===== src/rtl/stage50_pkg.sv =====
// Shared types for the router output stage: the flit type lives in `types`,
// stage-local constants in stage50_pkg.
package types;
   localparam int FLIT_W = 32;
   typedef logic [FLIT_W-1:0] flit_t;
endpackage

package stage50_pkg;
   localparam int DROP_CNT_W = 16;
endpackage


===== src/rtl/stage50_flit_fifo.sv =====
// Flit storage for stage50: circular buffer with natural pointer wrap and an
// explicit occupancy counter so full and empty are distinguishable.
module flit_fifo #(
   parameter int DEPTH = 8
) (
   input  logic                         clk,
   input  logic                         rst_n,
   input  logic                         push,
   input  logic                         pop,
   input  types::flit_t                 wdata,
   output types::flit_t                 rdata,
   output logic                         full,
   output logic                         empty,
   output logic [$clog2(DEPTH+1)-1:0]   count
);
   localparam int PW = $clog2(DEPTH);
   localparam int CW = $clog2(DEPTH+1);
   localparam logic [CW-1:0] DEPTH_C = CW'(DEPTH);

   types::flit_t    mem [DEPTH];
   logic [PW-1:0]   wr_ptr;
   logic [PW-1:0]   rd_ptr;

   always_ff @(posedge clk) begin
      if (!rst_n) begin
         wr_ptr <= '0;
         rd_ptr <= '0;
         count  <= '0;
      end else begin
         if (push)
            wr_ptr <= wr_ptr + 1'b1;
         if (pop)
            rd_ptr <= rd_ptr + 1'b1;
         case ({push, pop})
            2'b10:   count <= count + 1'b1;
            2'b01:   count <= count - 1'b1;
            default: count <= count;
         endcase
      end
   end

   // Storage carries no reset; stale entries are never visible past count.
   always_ff @(posedge clk) begin
      if (push)
         mem[wr_ptr] <= wdata;
   end

   assign rdata = mem[rd_ptr];
   assign full  = (count == DEPTH_C);
   assign empty = (count == '0);

endmodule


===== src/rtl/stage50.sv =====
// Router output buffering stage: FIFO toward the transmitter with almost-full
// and overflow reporting. Define STAGE50_DROP_COUNTER_EN to add out_drop_count.
module stage50
   import stage50_pkg::*;
#(
   parameter int DEPTH          = 8,
   parameter int ALMOST_FULL_TH = 6
) (
   input  logic                         nocclk,
   input  logic                         rst_n,
   input  logic                         in_flit_valid,
   input  types::flit_t                 in_flit,
   input  logic                         in_tx_ready,
   output logic                         out_flit_valid,
   output types::flit_t                 out_flit,
   output logic                         out_almost_full,
   output logic                         out_overflow,
   output logic [$clog2(DEPTH+1)-1:0]   out_count
`ifdef STAGE50_DROP_COUNTER_EN
   ,
   output logic [DROP_CNT_W-1:0]        out_drop_count
`endif
);
   localparam int CW = $clog2(DEPTH+1);
   localparam logic [CW-1:0] TH_C = CW'(ALMOST_FULL_TH);

   logic          push;
   logic          pop;
   logic          full;
   logic          empty;
   logic          drop;
   types::flit_t  head;

   // Transmitter-facing signals depend only on registered FIFO state.
   assign out_flit_valid  = !empty;
   assign out_flit        = empty ? '0 : head;
   assign out_almost_full = (out_count >= TH_C);

   assign pop  = out_flit_valid && in_tx_ready;
   assign push = in_flit_valid && (!full || pop);
   assign drop = in_flit_valid && full && !pop;

   flit_fifo #(
      .DEPTH (DEPTH)
   ) u_fifo (
      .clk   (nocclk),
      .rst_n (rst_n),
      .push  (push),
      .pop   (pop),
      .wdata (in_flit),
      .rdata (head),
      .full  (full),
      .empty (empty),
      .count (out_count)
   );

   always_ff @(posedge nocclk) begin
      if (!rst_n)
         out_overflow <= 1'b0;
      else
         out_overflow <= drop;
   end

`ifdef STAGE50_DROP_COUNTER_EN
   function automatic logic [DROP_CNT_W-1:0] sat_inc(input logic [DROP_CNT_W-1:0] v);
      return (v == {DROP_CNT_W{1'b1}}) ? v : v + 1'b1;
   endfunction

   // Advances on the same edge that raises out_overflow.
   always_ff @(posedge nocclk) begin
      if (!rst_n)
         out_drop_count <= '0;
      else if (drop)
         out_drop_count <= sat_inc(out_drop_count);
   end
`endif

endmodule

===== config.mk =====
export PLATFORM = sky130hd
export DESIGN_NAME = stage50
export DESIGN_NICKNAME = d
export VERILOG_FILES = /design/src/rtl/stage50_pkg.sv /design/src/rtl/stage50_flit_fifo.sv /design/src/rtl/stage50.sv
export SDC_FILE = /design/constraint.sdc
export NUM_CORES = 1
export LEC_CHECK = 0
export ABC_CLOCK_PERIOD_IN_PS = 3700
export BUFFER_PORTS_ARGS = -buffer_cell sky130_fd_sc_hd__clkbuf_2
export CAP_MARGIN = 15
export CORE_MARGIN = 2
export CORE_UTILIZATION = 42
export DETAILED_ROUTE_END_ITERATION = 7
export MAX_ROUTING_LAYER = met4
export SKIP_LAST_GASP = 1
export SLEW_MARGIN = 10
export SYNTH_ARGS = -nofsm -noshare
export SYNTH_HDL_FRONTEND = slang
export SYNTH_SLANG_ARGS = --single-unit

===== constraint.sdc =====
create_clock -name nocclk -period 3.7 [get_ports nocclk]
set_input_delay 0.185 -clock nocclk [delete_from_list [all_inputs] [get_ports nocclk]]
set_output_delay 0.185 -clock nocclk [all_outputs]
set_load 0.1 [all_outputs]

==> results by group <==
Yosys
  – Synthesized flop and latch total: 270
  – Synth top area share: 73.61%
  – Synth area leaders: edfxtp_1 (74%), mux4_2 (14%), mux2i_1 (3.4%)
  – Main combinational cell family by area after synthesis: multiplexers
  – Mean Syn Cell Area: 21.58 um2
  – Syn Nets: 525
  – Yosys warns: 0
  – Synth cell types: 34
  – Adder-cell share of the synthesized area: 0.5990%
  – Synth Area in Simple Gates: 3.295%
  – Compound-gate portion of the synthesized area: 0.7787%
  – Mapped Area: 10440 um2
  – XOR/XNOR Fraction of Synth Area: 0.5032%
  – Syn Inst Count: 484
  – Synth area leader: edfxtp_1
  – Sequential area share after synthesis: 76.29%
  – Mux share of post-synthesis cell area: 17.16%

Hold path
  – Hold Startpoint: rst_n
  – WHS Path Cells: 3
  – Type of the most critical hold path: input port to flop
  – Hold-critical path endpoint: out_overflow$_SDFF_PN0_

Clock network
  – CTS tree: done
  – Clock Tree Root: clkbuf_16
  – Reg clk slew, reported paths: 60 ps
  – PostCTS Resize Cnt: 0
  – Skew-Pair Late Insertion Delay: 530 ps
  – CTS Buf Count: 28
  – Cts hold-fix bufs: 33
  – Clock Tree Buf Depth: 3
  – # clock sinks: 270
  – H-tree depth: 1
  – Setup repair bufs after CTS: 0

Setup path
  – Worst Setup End Kind: output port
  – Slowest CP cell: dfxtp_4
  – CP startpoint kind: flop
  – CP Class: flop to output port
  – Cells along the critical path: buf_12, mux4_2, mux2i_1, nor2_1, clkbuf_2
  – R2R Setup Slk: 1160 ps
  – CP top delay family: flip-flops
  – RR Endpoint: u_fifo.mem[4][23]$_DFFE_PP_
  – R2R cell count: 5
  – CP required: 3510 ps
  – Max FO, Critical Path: 30
  – RR Startpoint: u_fifo.count[1]$_SDFFE_PN0P_
  – CP max stage delay: 760 ps
  – Crit path buf inv count: 2
  – CP arrival: 2810 ps

Final layout
  – P&R area growth vs syn: 19.34%
  – Share of cells above drive strength 1: 32.55%
  – Fin area: 12460 um2
  – Storage cell area: 7974 um2
  – Area occupied by multi-input gates: 2400 um2
  – Fill cells: 1976
  – Antenna Cells: 0
  – Layout Nets: 656

Routing
  – Initial detailed-routing violation count: 313
  – Routed Antenna Nets: 0
  – DRC: 0
  – Routed WL: 20120 um
  – Routed length per instance: 20.95 um
  – Drt via density: 5.259
  – First-pass DRT Iterations: 4
  – Via count: 5049

Run
  – Max-Cap Viols: 0

Global routing
  – Pin count of the biggest net entering global routing: 37
  – Tot GR Track Use: 16.13%
  – GRT Residual Overflow: 0
  – First-pass GRT wire length: 31180 um
  – Vias in the first global route: 5420
  – Initial antenna violation count: 0

Timing
  – RSZ-0062 raised after global routing: false
  – Endpoints failing setup: 0
  – Hold Fails Final Rpt: 0
  – Actual slew at the worst max-slew pin: 837.0 ps
  – Period utilization: 80.90%
  – Fin worst setup slack: 706.6 ps
  – Min cycle time layout: 2993 ps
  – Worst Skew: 6.867 ps
  – F_max: 334.1 MHz
  – Setup tns final: 0 ps
  – Fin. max-slew vios: 0
  – Max-slew headroom: 43.95%

Power
  – Clock share of power: 25.9%
  – Seq pwr share: 37.2%
  – VDD IR-drop max: 0.6888 mV
  – P per Cell Area: 777.7 nW/um2
  – Static leakage: 4.027 nW
  – Internal power: 0.005727 W
  – Sw Pwr: 0.003966 W
  – Power consumption: 0.009693 W
  – Combinational power share: 36.9%
  – Switching Fraction: 40.91%

Place
  – Post-placement cell area: 11310 um2
  – PortBufs: 74
  – GPL Wtd Cong: 0.7246
  – DP HPWL: 11640 um
  – Place WS: 1103 ps

Die
  – Die width: 161.7 um
  – Area of the die: 26140 um2
  – Die extent in y: 161.7 um
  – Initial Utilization: 42.82%
  – Core area: 24390 um2
  – Boundary pin count: 75
  – Std-Cell Rows: 57

Status
  – Status: complete, no violations
flip-flops by register name (all words and copies together) (netlist names), named ones only:
signal         count
u_fifo.mem       256
u_fifo.wr_ptr      3
u_fifo.rd_ptr      3
out_overflow       1
u_fifo.count       4
through the flow:
step	hold slack, ps	instances	utilization (%)
CTS	13.64	960	51.10
finish	32.27	960	51.10
global route	64.58	960	51.10
floorplan	283.9	484	-
detailed placement	460.6	876	46.39
global placement	448.4	876	46.39
final cells by class:
type                            instances  share of cell area [%]
Tap cell                              324                   3.253
Clock inverter                         11                  0.4116
Multi-Input combinational cell        190                   19.26
Sequential cell                       270                   63.98
Timing Repair Buffer                  123                   6.887
Inverter                                2                 0.06023
Clock buffer                           40                   6.154
power by group through the flow:
stage | Combinational [W] | Clock [W] | Sequential, W
2_1_floorplan | 0.00294 | 0 | 0.00370
3_3_place_gp | 0.00357 | 0 | 0.00367
3_5_place_dp | 0.00359 | 0 | 0.00368
4_1_cts | 0.00362 | 0.00257 | 0.00361
5_1_grt | 0.00375 | 0.00269 | 0.00363
6_report | 0.00358 | 0.00251 | 0.00361
synthesized netlist by cell type:
cell type    n
edfxtp_1   256
mux4_2      64
nor2_1      39
mux2i_1     35
dfxtp_1     14
clkbuf_1    11
nand2_1      7
buf_6        6
and2_1       5
ha_1         5
nand2b_1     5
buf_2        4
xnor2_1      4
a21boi_1     3
nor3_1       3
inv_2        2
nor2b_1      2
o21ai_0      2
xor2_1       2
a21oi_1      1
a32o_1       1
buf_4        1
nand2_4      1
nand3_2      1
nor2_8       1
nor3b_1      1
o211ai_1     1
o211ai_2     1
o21ai_1      1
o21ai_2      1
or2_1        1
or3_1        1
or3_4        1
or3b_1       1
worst max path at each step:
| stage | cells after the start | slack (ps) | end |
|---|---|---|---|
| final | 5 | 710 | out_flit[9] |
| after global routing | 5 | 500 | out_flit[16] |
| after CTS | 5 | 630 | out_flit[9] |
| after detailed placement | 5 | 1100 | u_fifo.mem[4][23]$_DFFE_PP_ |
| after global placement | 5 | 1160 | u_fifo.mem[4][28]$_DFFE_PP_ |
| after floorplan | 4 | 140 | u_fifo.mem[4][0]$_DFFE_PP_ |
placed cells by master (no fill, tap or decap), types with 2 or more instances in the layout:
master	count
dlygate4sd3_1	33
nor2b_1	2
nand2_1	7
nor3_4	2
clkbuf_1	11
nor2_4	6
clkinv_2	4
a21boi_1	3
xor2_1	2
buf_4	13
and2_1	5
buf_12	3
nor2_1	33
o21ai_0	2
inv_2	2
clkbuf_16	29
mux4_2	64
nand2b_1	5
clkinv_1	6
xnor2_1	4
dfxtp_1	11
edfxtp_1	256
ha_1	5
dfxtp_2	2
mux2i_1	35
clkbuf_2	74
worst min-delay path, cell delays in order:
cell and delay [ps]:
clkbuf_2 180, nand2_1 100, nor3_1 40
kinds of logic (layout without fill, tap and decap cells):
family,count (synthesis),after routing
DFF,270,270
muxes,99,99
and+or+nand+nor,69,69
buffers and inverters,24,176
AOI/OAI and AO/OA,11,11
xor gates and xnor gates,6,6
adders and majority gates,5,5
per-layer routing:
metal | wire length [um] | GRT usage (%) | part of all wire, % | up-vias
met5 | 0 | - | 0 | -
met4 | 421 | 3.821 | 2.1 | 0
met3 | 672 | 2.324 | 3.3 | 37
met2 | 10270 | 27.43 | 51 | 107
met1 | 8748 | 20.85 | 43 | 2655
li1 | - | - | - | 2250
Note: power is estimated with default switching activity, not from simulation.
